### src/rtl/timestamp_packetizer.sv
`default_nettype none
// ============================================================================
//  Module      : timestamp_packetizer
//  Description : Reads a verified snapshot of a two-channel timestamp latch
//                and serialises it as a 13-byte packet on a valid/ready byte
//                stream, then pulses the channel latch reset until its ready
//                flag drops.
//  Revision    : 1.0  initial release
// ============================================================================
module timestamp_packetizer #(
    parameter logic [7:0] pHEADER      = 8'hA0,
    parameter int         pSYNC_STAGES = 2
) (
    input  logic        globalClock,
    input  logic        iRst_n,
    input  logic        iRdy1,
    input  logic        iRdy2,
    input  logic [31:0] i1Lo,
    input  logic [31:0] i1Hi,
    input  logic [31:0] i1Phase,
    input  logic [31:0] i2Lo,
    input  logic [31:0] i2Hi,
    input  logic [31:0] i2Phase,
    output logic [7:0]  oData,
    output logic        oValid,
    input  logic        iReady,
    output logic        oResetLatch1,
    output logic        oResetLatch2,
    output logic        oBusy,
    output logic [7:0]  oMismatchCnt
);

    typedef enum logic [2:0] {
        S_IDLE    = 3'd0,
        S_CAPTURE = 3'd1,
        S_VERIFY  = 3'd2,
        S_SEND    = 3'd3,
        S_ACK     = 3'd4
    } state_t;

    state_t                  r_state;
    state_t                  w_next;
    logic [pSYNC_STAGES-1:0] r_sync1;
    logic [pSYNC_STAGES-1:0] r_sync2;
    logic                    r_ch;       // 0 = channel 1, 1 = channel 2
    logic                    r_pri;
    logic [2:0]              r_seq;
    logic [3:0]              r_idx;
    logic [89:0]             r_shadow;   // {phase[25:0], hi, lo}
    logic [7:0]              r_mm;
    logic                    r_valid;
    logic [7:0]              r_data;
    logic                    r_latch1;
    logic                    r_latch2;
    logic                    r_busy;

    logic                    w_srdy1;
    logic                    w_srdy2;
    logic                    w_srdy_sel;
    logic                    w_sel_ch;
    logic                    w_accept;
    logic                    w_last;
    logic [3:0]              w_idx_nxt;
    logic [89:0]             w_live;
    logic [103:0]            w_pkt;
    logic                    w_unused_phase;

    assign w_srdy1    = r_sync1[pSYNC_STAGES-1];
    assign w_srdy2    = r_sync2[pSYNC_STAGES-1];
    assign w_srdy_sel = r_ch ? w_srdy2 : w_srdy1;
    assign w_accept   = r_valid && iReady;
    assign w_last     = (r_idx == 4'd12);
    assign w_idx_nxt  = r_idx + 4'd1;

    // Live view of the selected channel, in the same layout as the shadow
    assign w_live = r_ch ? {i2Phase[25:0], i2Hi, i2Lo}
                         : {i1Phase[25:0], i1Hi, i1Lo};

    // Whole packet, byte 0 in the low bits; multi-byte fields little-endian
    assign w_pkt = {6'b0, r_shadow[89:64], r_shadow[63:32], r_shadow[31:0],
                    pHEADER[7:4], r_seq, r_ch};

    // Top phase bits carry nothing for this block
    assign w_unused_phase = ^{i1Phase[31:26], i2Phase[31:26]};

    // Ready flag synchronisers
    always_ff @(posedge globalClock) begin
        if (!iRst_n) begin
            r_sync1 <= '0;
            r_sync2 <= '0;
        end else begin
            r_sync1 <= {r_sync1[pSYNC_STAGES-2:0], iRdy1};
            r_sync2 <= {r_sync2[pSYNC_STAGES-2:0], iRdy2};
        end
    end

    // State register
    always_ff @(posedge globalClock) begin
        if (!iRst_n) begin
            r_state <= S_IDLE;
        end else begin
            r_state <= w_next;
        end
    end

    // Next-state decision and channel arbitration
    always_comb begin
        w_next   = r_state;
        w_sel_ch = r_pri;
        case (r_state)
            S_IDLE: begin
                if (w_srdy1 && w_srdy2) begin
                    w_sel_ch = r_pri;
                    w_next   = S_CAPTURE;
                end else if (w_srdy1) begin
                    w_sel_ch = 1'b0;
                    w_next   = S_CAPTURE;
                end else if (w_srdy2) begin
                    w_sel_ch = 1'b1;
                    w_next   = S_CAPTURE;
                end
            end
            S_CAPTURE: w_next = S_VERIFY;
            S_VERIFY:  w_next = (w_live == r_shadow) ? S_SEND : S_CAPTURE;
            S_SEND:    if (w_accept && w_last) w_next = S_ACK;
            S_ACK:     if (!w_srdy_sel) w_next = S_IDLE;
            default:   w_next = S_IDLE;
        endcase
    end

    // Datapath: snapshot, byte stream, latch reset and bookkeeping
    always_ff @(posedge globalClock) begin
        if (!iRst_n) begin
            r_ch     <= 1'b0;
            r_pri    <= 1'b0;
            r_seq    <= 3'd0;
            r_idx    <= 4'd0;
            r_shadow <= '0;
            r_mm     <= 8'h00;
            r_valid  <= 1'b0;
            r_data   <= 8'h00;
            r_latch1 <= 1'b0;
            r_latch2 <= 1'b0;
            r_busy   <= 1'b0;
        end else begin
            r_busy <= (w_next != S_IDLE);
            case (r_state)
                S_IDLE: begin
                    if (w_next == S_CAPTURE) r_ch <= w_sel_ch;
                end
                S_CAPTURE: begin
                    r_shadow <= w_live;
                end
                S_VERIFY: begin
                    if (w_next == S_SEND) begin
                        r_idx   <= 4'd0;
                        r_valid <= 1'b1;
                        r_data  <= w_pkt[7:0];
                    end else if (r_mm != 8'hFF) begin
                        r_mm <= r_mm + 8'd1;
                    end
                end
                S_SEND: begin
                    if (w_accept) begin
                        if (w_last) begin
                            r_valid  <= 1'b0;
                            r_idx    <= 4'd0;
                            r_latch1 <= !r_ch;
                            r_latch2 <= r_ch;
                        end else begin
                            r_idx  <= w_idx_nxt;
                            r_data <= w_pkt[{w_idx_nxt, 3'b000} +: 8];
                        end
                    end
                end
                S_ACK: begin
                    if (w_next == S_IDLE) begin
                        r_latch1 <= 1'b0;
                        r_latch2 <= 1'b0;
                        r_seq    <= r_seq + 3'd1;
                        r_pri    <= !r_ch;
                    end
                end
                default: ;
            endcase
        end
    end

    assign oData        = r_data;
    assign oValid       = r_valid;
    assign oResetLatch1 = r_latch1;
    assign oResetLatch2 = r_latch2;
    assign oBusy        = r_busy;
    assign oMismatchCnt = r_mm;

endmodule
`default_nettype wire

### config.mk
export PLATFORM = sky130hd
export DESIGN_NAME = timestamp_packetizer
export DESIGN_NICKNAME = d
export VERILOG_FILES = /design/src/rtl/timestamp_packetizer.sv
export SDC_FILE = /design/constraint.sdc
export NUM_CORES = 1
export LEC_CHECK = 0
export ABC_AREA = 1
export BUFFER_PORTS_ARGS = -buffer_cell sky130_fd_sc_hd__buf_2
export CAP_MARGIN = 20
export CORE_AREA = 5 5 193 158
export DETAILED_ROUTE_END_ITERATION = 8
export DIE_AREA = 0 0 198 163
export GPL_ROUTABILITY_DRIVEN = 0
export HOLD_SLACK_MARGIN = 0.06
export PLACE_DENSITY_LB_ADDON = 0.1
export SYNTH_ARGS = -nofsm -noshare
export SYNTH_HDL_FRONTEND = slang
export SYNTH_SLANG_ARGS = --single-unit
### constraint.sdc
create_clock -name globalClock -period 3.1 [get_ports globalClock]
set_clock_uncertainty 0.2 [all_clocks]
set_input_delay 0.31 -clock globalClock [delete_from_list [all_inputs] [get_ports globalClock]]
set_output_delay 0.31 -clock globalClock [all_outputs]
set_load 0.005 [all_outputs]
==> results of run 1 <==
## tightest hold or removal path: cells and delay by family
family                 cells  cell delay, ps
AO/OA/AOI/OAI              2             180
buffers and inverters      1              80
AND/OR/NAND/NOR            2             130
## final timing paths
| check | start | end | slack [ps] |
|---|---|---|---|
| worst max-delay path | r_ch | oData[4] | 290 |
| worst min-delay path | i1Phase[6] | r_shadow[70] | 100 |
| worst max register to register | r_ch | oData[4] | 290 |
| worst min register to register | r_sync2[0] | r_sync2[1] | 210 |
## cells by family (layout without fill, tap and decap cells)
group	after synthesis	after routing	synth area share (%)
AOI/OAI and AO/OA	326	326	20.3
xor gates and xnor gates	9	9	0.944
adders and majority gates	4	4	0.600
buffers and inverters	223	420	11.1
DFF	126	126	30.2
and+or+nand+nor	761	761	36.8
## layout by cell type (no fill, tap or decap), drive strengths merged, types with 4 or more instances in the layout
master         n
a211oi         4
a21oi        148
a31oi          6
buf          232
bufinv         5
clkbuf        19
clkinv         5
dfxtp        126
dlygate4sd3    6
ha             4
inv          151
nand2        529
nand3        112
nand3b         5
nand4          6
nor2         101
nor3           6
o211ai         4
o21ai        153
xor2           6
## flip-flops by register name, indices dropped and copies added (netlist names)
| name | cells |
|---|---|
| r_state | 3 |
| oData | 8 |
| r_seq | 3 |
| r_shadow | 90 |
| r_sync1 | 2 |
| oResetLatch2 | 1 |
| r_idx | 4 |
| r_sync2 | 2 |
| oValid | 1 |
| oBusy | 1 |
| r_ch | 1 |
| r_pri | 1 |
| oMismatchCnt | 8 |
| oResetLatch1 | 1 |
## where the power goes
group	leakage (µW)	switching [µW]	internal, µW
clock	0.000314	842	1460
sequential	0.00103	89.6	1740
combinational	0.00377	737	388
## metal layers
metal	wire, µm	GRT usage, %	vias up
li1	-	-	5028
met1	18000	33.1	4321
met2	13600	28.8	329
met3	2300	3.43	30
met4	494	4.79	0
met5	0	0	-
## stage by stage
step	worst slack (ps)	instance area (µm²)	std cells	util [%]	hold WS, ps
after global routing	113	10500	2023	36.6	110
after detailed placement	308	9760	1985	34.1	199
after global placement	323	9760	1985	34.1	200
after floorplan	337	8350	1449	-	190
final	289	10500	2023	36.6	96.2
after CTS	291	10500	2023	36.6	84.0
## timing repair
action / CTS / global route
endpoints found under the hold margin: 4 / 0
hold buffers: 6 / 0
buffers inserted: 0 / 0
## final cells by class
type | count | area (µm²)
inverter | 150 | 568
multi-input combinational | 1100 | 4900
clock buffer | 19 | 443
fill | 3213 | 18100
timing repair buffer | 238 | 1350
sequential | 126 | 2530
clock inverter | 13 | 210
tap | 377 | 472
==> out/results.tsv, run 1 <==
stage	metric	value	unit
pwr	Tot Pwr	5250	µW
die	Total Die Area	32300	µm²
worst_setup_path	crit path buf inv count	3	
timing	Setup TNS	0	ps
pwr	Lkg Pwr	0.00512	µW
finish	area delta synth->final	25.5	%
pwr	maximum vdd drop	0.369	mV
synthesis	top cells by count, synth	528 x nand2_1, 150 x o21ai_0, 148 x a21oi_1	
placed_design	DPL Wire Length	26.3	mm
worst_setup_path	WP depth	16	
synthesis	Most used DFF post-synth	dfxtp_1	
worst_setup_path	CP most frequent cell	nand2_1	
synthesis	Avg Synthesized Cell Area	5.76	µm²
finish	Antenna diodes	0	
worst_setup_path	CP max-delay cell	dfxtp_4	
pwr	PwrDens	501	nW/µm²
routing	Via density	4.80	
global_routing	largest net degree at the start of global routing	163	
synthesis	Post-synth EDFFs	0	
clock_network	root buffer cell	clkbuf_16	
clock_network	clk slew on worst S/H paths	70	ps
routing	drt drc	0	
worst_setup_path	WS Path Type	flop to flop	
timing	Hold Violations, Final	0	
synthesis	synthesized area	8350	µm²
clock_network	CTS max path bufs	2	
timing	max_slew headroom	34.4	%
global_routing	total gr overflow	0	
die	Cell Rows	56	
synthesis	async set-or-reset flop fraction in the synthesized netlist	0	%
clock_network	H-tree levels	4	
routing	DR vias	9708	
die	Die W	198	µm
global_routing	first-pass GRT wire length	51.6	mm
clock_network	clk_lat worst skew	430	ps
clock_network	CTS tree	built	
global_routing	GRT Total Usage	20.8	%
synthesis	top-count cell post-synth	nand2_1	
die	Initial Utilization	29.2	%
die	Core ar.	28600	µm²
routing	Initial DRC Count	792	
routing	Total Routed Length	34.3	mm
status	status	completed	
worst_setup_path	critical path startpoint category	flop	
finish	Nets	1834	
clock_network	Resized Gates After CTS	0	
synthesis	post-synthesis sequential area ratio	30.2	%
synthesis	top-area cell type share of the netlist area	30.2	%
timing	Worst Tran Pin Value	984	ps
timing	Tmin final	2810	ps
synthesis	FF+latch count, synth	126	
routing	Final ANT Viol Nets	0	
synthesis	Distinct cells, synth	37	
worst_setup_path	max incr delay on CP	380	ps
worst_setup_path	critical path required time	3160	ps
placed_design	I/O Buffers	204	
clock_network	clk sinks	126	
timing	fin crit share	90.7	%
timing	RSZ-0062 raised after global routing	false	
die	die height	163	µm
worst_setup_path	crit path max fanout	46	
worst_setup_path	Top delay family on crit path	simple AND/OR/NAND/NOR gates	
worst_setup_path	crit path capture type	flop	
timing	f_max	356	MHz
synthesis	Area contributors post-synth	dfxtp_1 30%, nand2_1 24%, o21ai_0 9.0%, a21oi_1 8.9%, nand3_1 6.6%	
routing	first-pass iteration count of the detailed router	5	
finish	share of layout cells above drive strength 1	17.0	%
routing	wire per inst	17.0	µm
clock_network	Num CTS Buffers	17	
synthesis	yosys warns	0	
min_path	min-delay worst type	primary input to flop	
die	I/O Pins	217	
synthesis	Gate Count Post-Synth	1449	
worst_setup_path	critical-path cell list	buf_12, buf_4, nand2_1, nand3_1, nand2_1, nor2_1, nand2_1, nor2_1, nand2_1, nor2_1, nand3_2, nand2_1, nand3b_2, buf_12, nand2_1, a21oi_1	
synthesis	Synth area leader	dfxtp_1	
global_routing	initial antenna violation count	0	
global_routing	vias in the first global route	9005	
worst_setup_path	number of cells on the worst reg-to-reg path	16	
timing	Setup Viol. Count Final	0	
worst_setup_path	Crit path arrival time	2870	ps
flow_run	maxcap violations	0	
synthesis	Net Count, Synth	1650	
timing	Slew Limit Fails	0	
min_path	Hold Crit Depth	5	
Power figures use the tool's default switching activity.
==> inputs of run 2 (changes only) <==
==> constraint.sdc (replaced) <==
create_clock -name globalClock -period 3.1 [get_ports globalClock]
set_clock_uncertainty 0.2 [all_clocks]
set_input_delay 0.62 -clock globalClock [delete_from_list [all_inputs] [get_ports globalClock]]
set_output_delay 0.62 -clock globalClock [all_outputs]
set_load 0.005 [all_outputs]
==> run 2 against run 1 <==
Against the previous run: sequential power about the same; clock power decreased by 13%; count of clock-buffer cells in the layout increased by 1; via count down 0.63%; global-route usage rose by 0.52 points; fmax grew 0.56%; cell area is 1.1% lower; power is 5.8% lower; critical path type unchanged.
==> out/results.tsv, run 2 (synthesized netlist as in run 1, its figures left out) <==
stage	metric	value	unit
timing	Setup TNS	0	ps
placed_design	I/O Buffers	204	
clock_network	Setup Fix Bufs, Post-CTS	0	
clock_network	root buffer cell	clkbuf_16	
min_path	Hold Path Origin	iRdy1	
routing	Total Routed Length	34.4	mm
routing	Met1 Routed Length	17.7	mm
finish	share of layout cells above drive strength 1	17.1	%
clock_network	Num CTS Buffers	17	
routing	met3 wire length	2.58	mm
timing	max_slew headroom	34.8	%
routing	max layer used	met4	
timing	fin crit share	90.2	%
timing	worst setup margin	304	ps
routing	first-pass iteration count of the detailed router	5	
die	Cell Rows	56	
finish	most frequent cells in the layout	528 x nand2_1, 204 x buf_2, 150 x o21ai_0	
clock_network	clk slew on worst S/H paths	60	ps
timing	RSZ-0062 raised after global routing	false	
finish	final instance area	10400	µm²
worst_setup_path	CP max-delay cell	dfxtp_4	
min_path	Worst Hold End	r_sync1[0]	
clock_network	H-tree levels	4	
clock_network	Resized Gates After CTS	0	
min_path	min-delay worst type	primary input to flop	
timing	Slew Limit Fails	0	
timing	Worst Tran Pin Value	977	ps
finish	Nets	1829	
die	die height	163	µm
clock_network	clk_lat worst skew	430	ps
pwr	Tot Pwr	4940	µW
worst_setup_path	reg2reg start	r_ch	
worst_setup_path	crit path capture type	flop	
routing	Initial DRC Count	837	
timing	Setup Viol. Count Final	0	
timing	f_max	358	MHz
global_routing	vias in the first global route	9207	
finish	largest reg by FF count	r_shadow	
worst_setup_path	critical path required time	3160	ps
die	I/O Pins	217	
clock_network	clk sinks	126	
finish	most common cell after layout, fill and taps aside	nand2_1	
routing	Final ANT Viol Nets	0	
routing	wire per inst	17.0	µm
worst_setup_path	number of cells on the worst reg-to-reg path	15	
pwr	Lkg Pwr	0.00507	µW
worst_setup_path	FF-to-FF End	r_seq[1]	
die	Total Die Area	32300	µm²
worst_setup_path	WS Path Type	flop to flop	
routing	DR vias	9647	
global_routing	initial antenna violation count	0	
worst_setup_path	Crit path arrival time	2860	ps
placed_design	DPL Wire Length	26.6	mm
routing	drt drc	0	
worst_setup_path	CP most frequent cell	nand2_1	
die	Initial Utilization	29.2	%
status	status	completed	
worst_setup_path	critical path startpoint category	flop	
global_routing	first-pass GRT wire length	52.9	mm
global_routing	GRT Total Usage	21.3	%
min_path	Hold Crit Depth	3	
clock_network	CTS tree	built	
routing	Via density	4.78	
placed_design	Place WS	311	ps
placed_design	Cell Area, Placed	9780	µm²
worst_setup_path	R2R Setup Slk	300	ps
global_routing	largest net degree at the start of global routing	101	
global_routing	total gr overflow	0	
routing	met2 wire len	13.7	mm
finish	max reg flops	90	
clock_network	hold buffer count at CTS	0	
worst_setup_path	critical-path cell list	inv_4, buf_12, nand2_1, nand3b_1, nand2_1, nor2_1, nand2_1, nor2_1, nand2_1, nor2_2, nand3_2, nand4_1, inv_2, nand2_1, a21oi_1	
flow_run	maxcap violations	0	
finish	area delta synth->final	24.1	%
timing	Tmin final	2800	ps
worst_setup_path	max incr delay on CP	380	ps
worst_setup_path	crit path max fanout	57	
die	Die W	198	µm
pwr	PwrDens	477	nW/µm²
pwr	maximum vdd drop	0.389	mV
timing	Hold Violations, Final	0	
die	Core ar.	28600	µm²
clock_network	CTS max path bufs	2	
run 2: where the power goes:
group | switching [µW] | internal, µW | total, µW
Clock | 826 | 1170 | 2000
Sequential | 90.0 | 1740 | 1830
Combinational | 737 | 383 | 1120
run 2: critical path: cells and delay by family (launching register included):
| family | cells | cell delay [ps] |
|---|---|---|
| flops | 1 | 380 |
| compound gates | 1 | 60 |
| buf+inv | 3 | 450 |
| simple gates | 11 | 1480 |
run 2: final cells by class:
cell class | count | area (µm²)
clock inverter | 12 | 109
fill | 3262 | 18200
inverter | 150 | 568
multi-input combinational | 1100 | 4900
antenna | 1 | 2.50
sequential | 126 | 2530
timing repair buffer | 233 | 1310
clock buffer | 20 | 467
tap | 377 | 472
run 2: layer usage:
metal	up-vias	track usage, %
met5	-	0
li1	5010	-
met3	30	4.53
met1	4272	33.3
met4	0	4.01
met2	335	30.1
run 2: worst max-delay path by stage:
stage                     from         endpoint  slack [ps]  depth (start not counted)
CTS                       r_ch         r_seq[2]         320                         15
finish                    r_ch         r_seq[1]         300                         15
detailed placement  i2Phase[5]         oData[6]         310                         16
floorplan             r_idx[0]         oData[1]         340                         14
global placement       i1Lo[7]  oMismatchCnt[4]         310                         15
global route              r_ch  oMismatchCnt[4]          50                         15
run 2: per-stage QoR:
| step | hold slack [ps] | utilization, % | cells |
|---|---|---|---|
| global route | 174 | 36.2 | 2018 |
| floorplan | 190 | - | 1449 |
| CTS | 171 | 36.2 | 2018 |
| finish | 182 | 36.2 | 2019 |
| detailed placement | 213 | 34.2 | 1986 |
| global placement | 203 | 34.2 | 1986 |
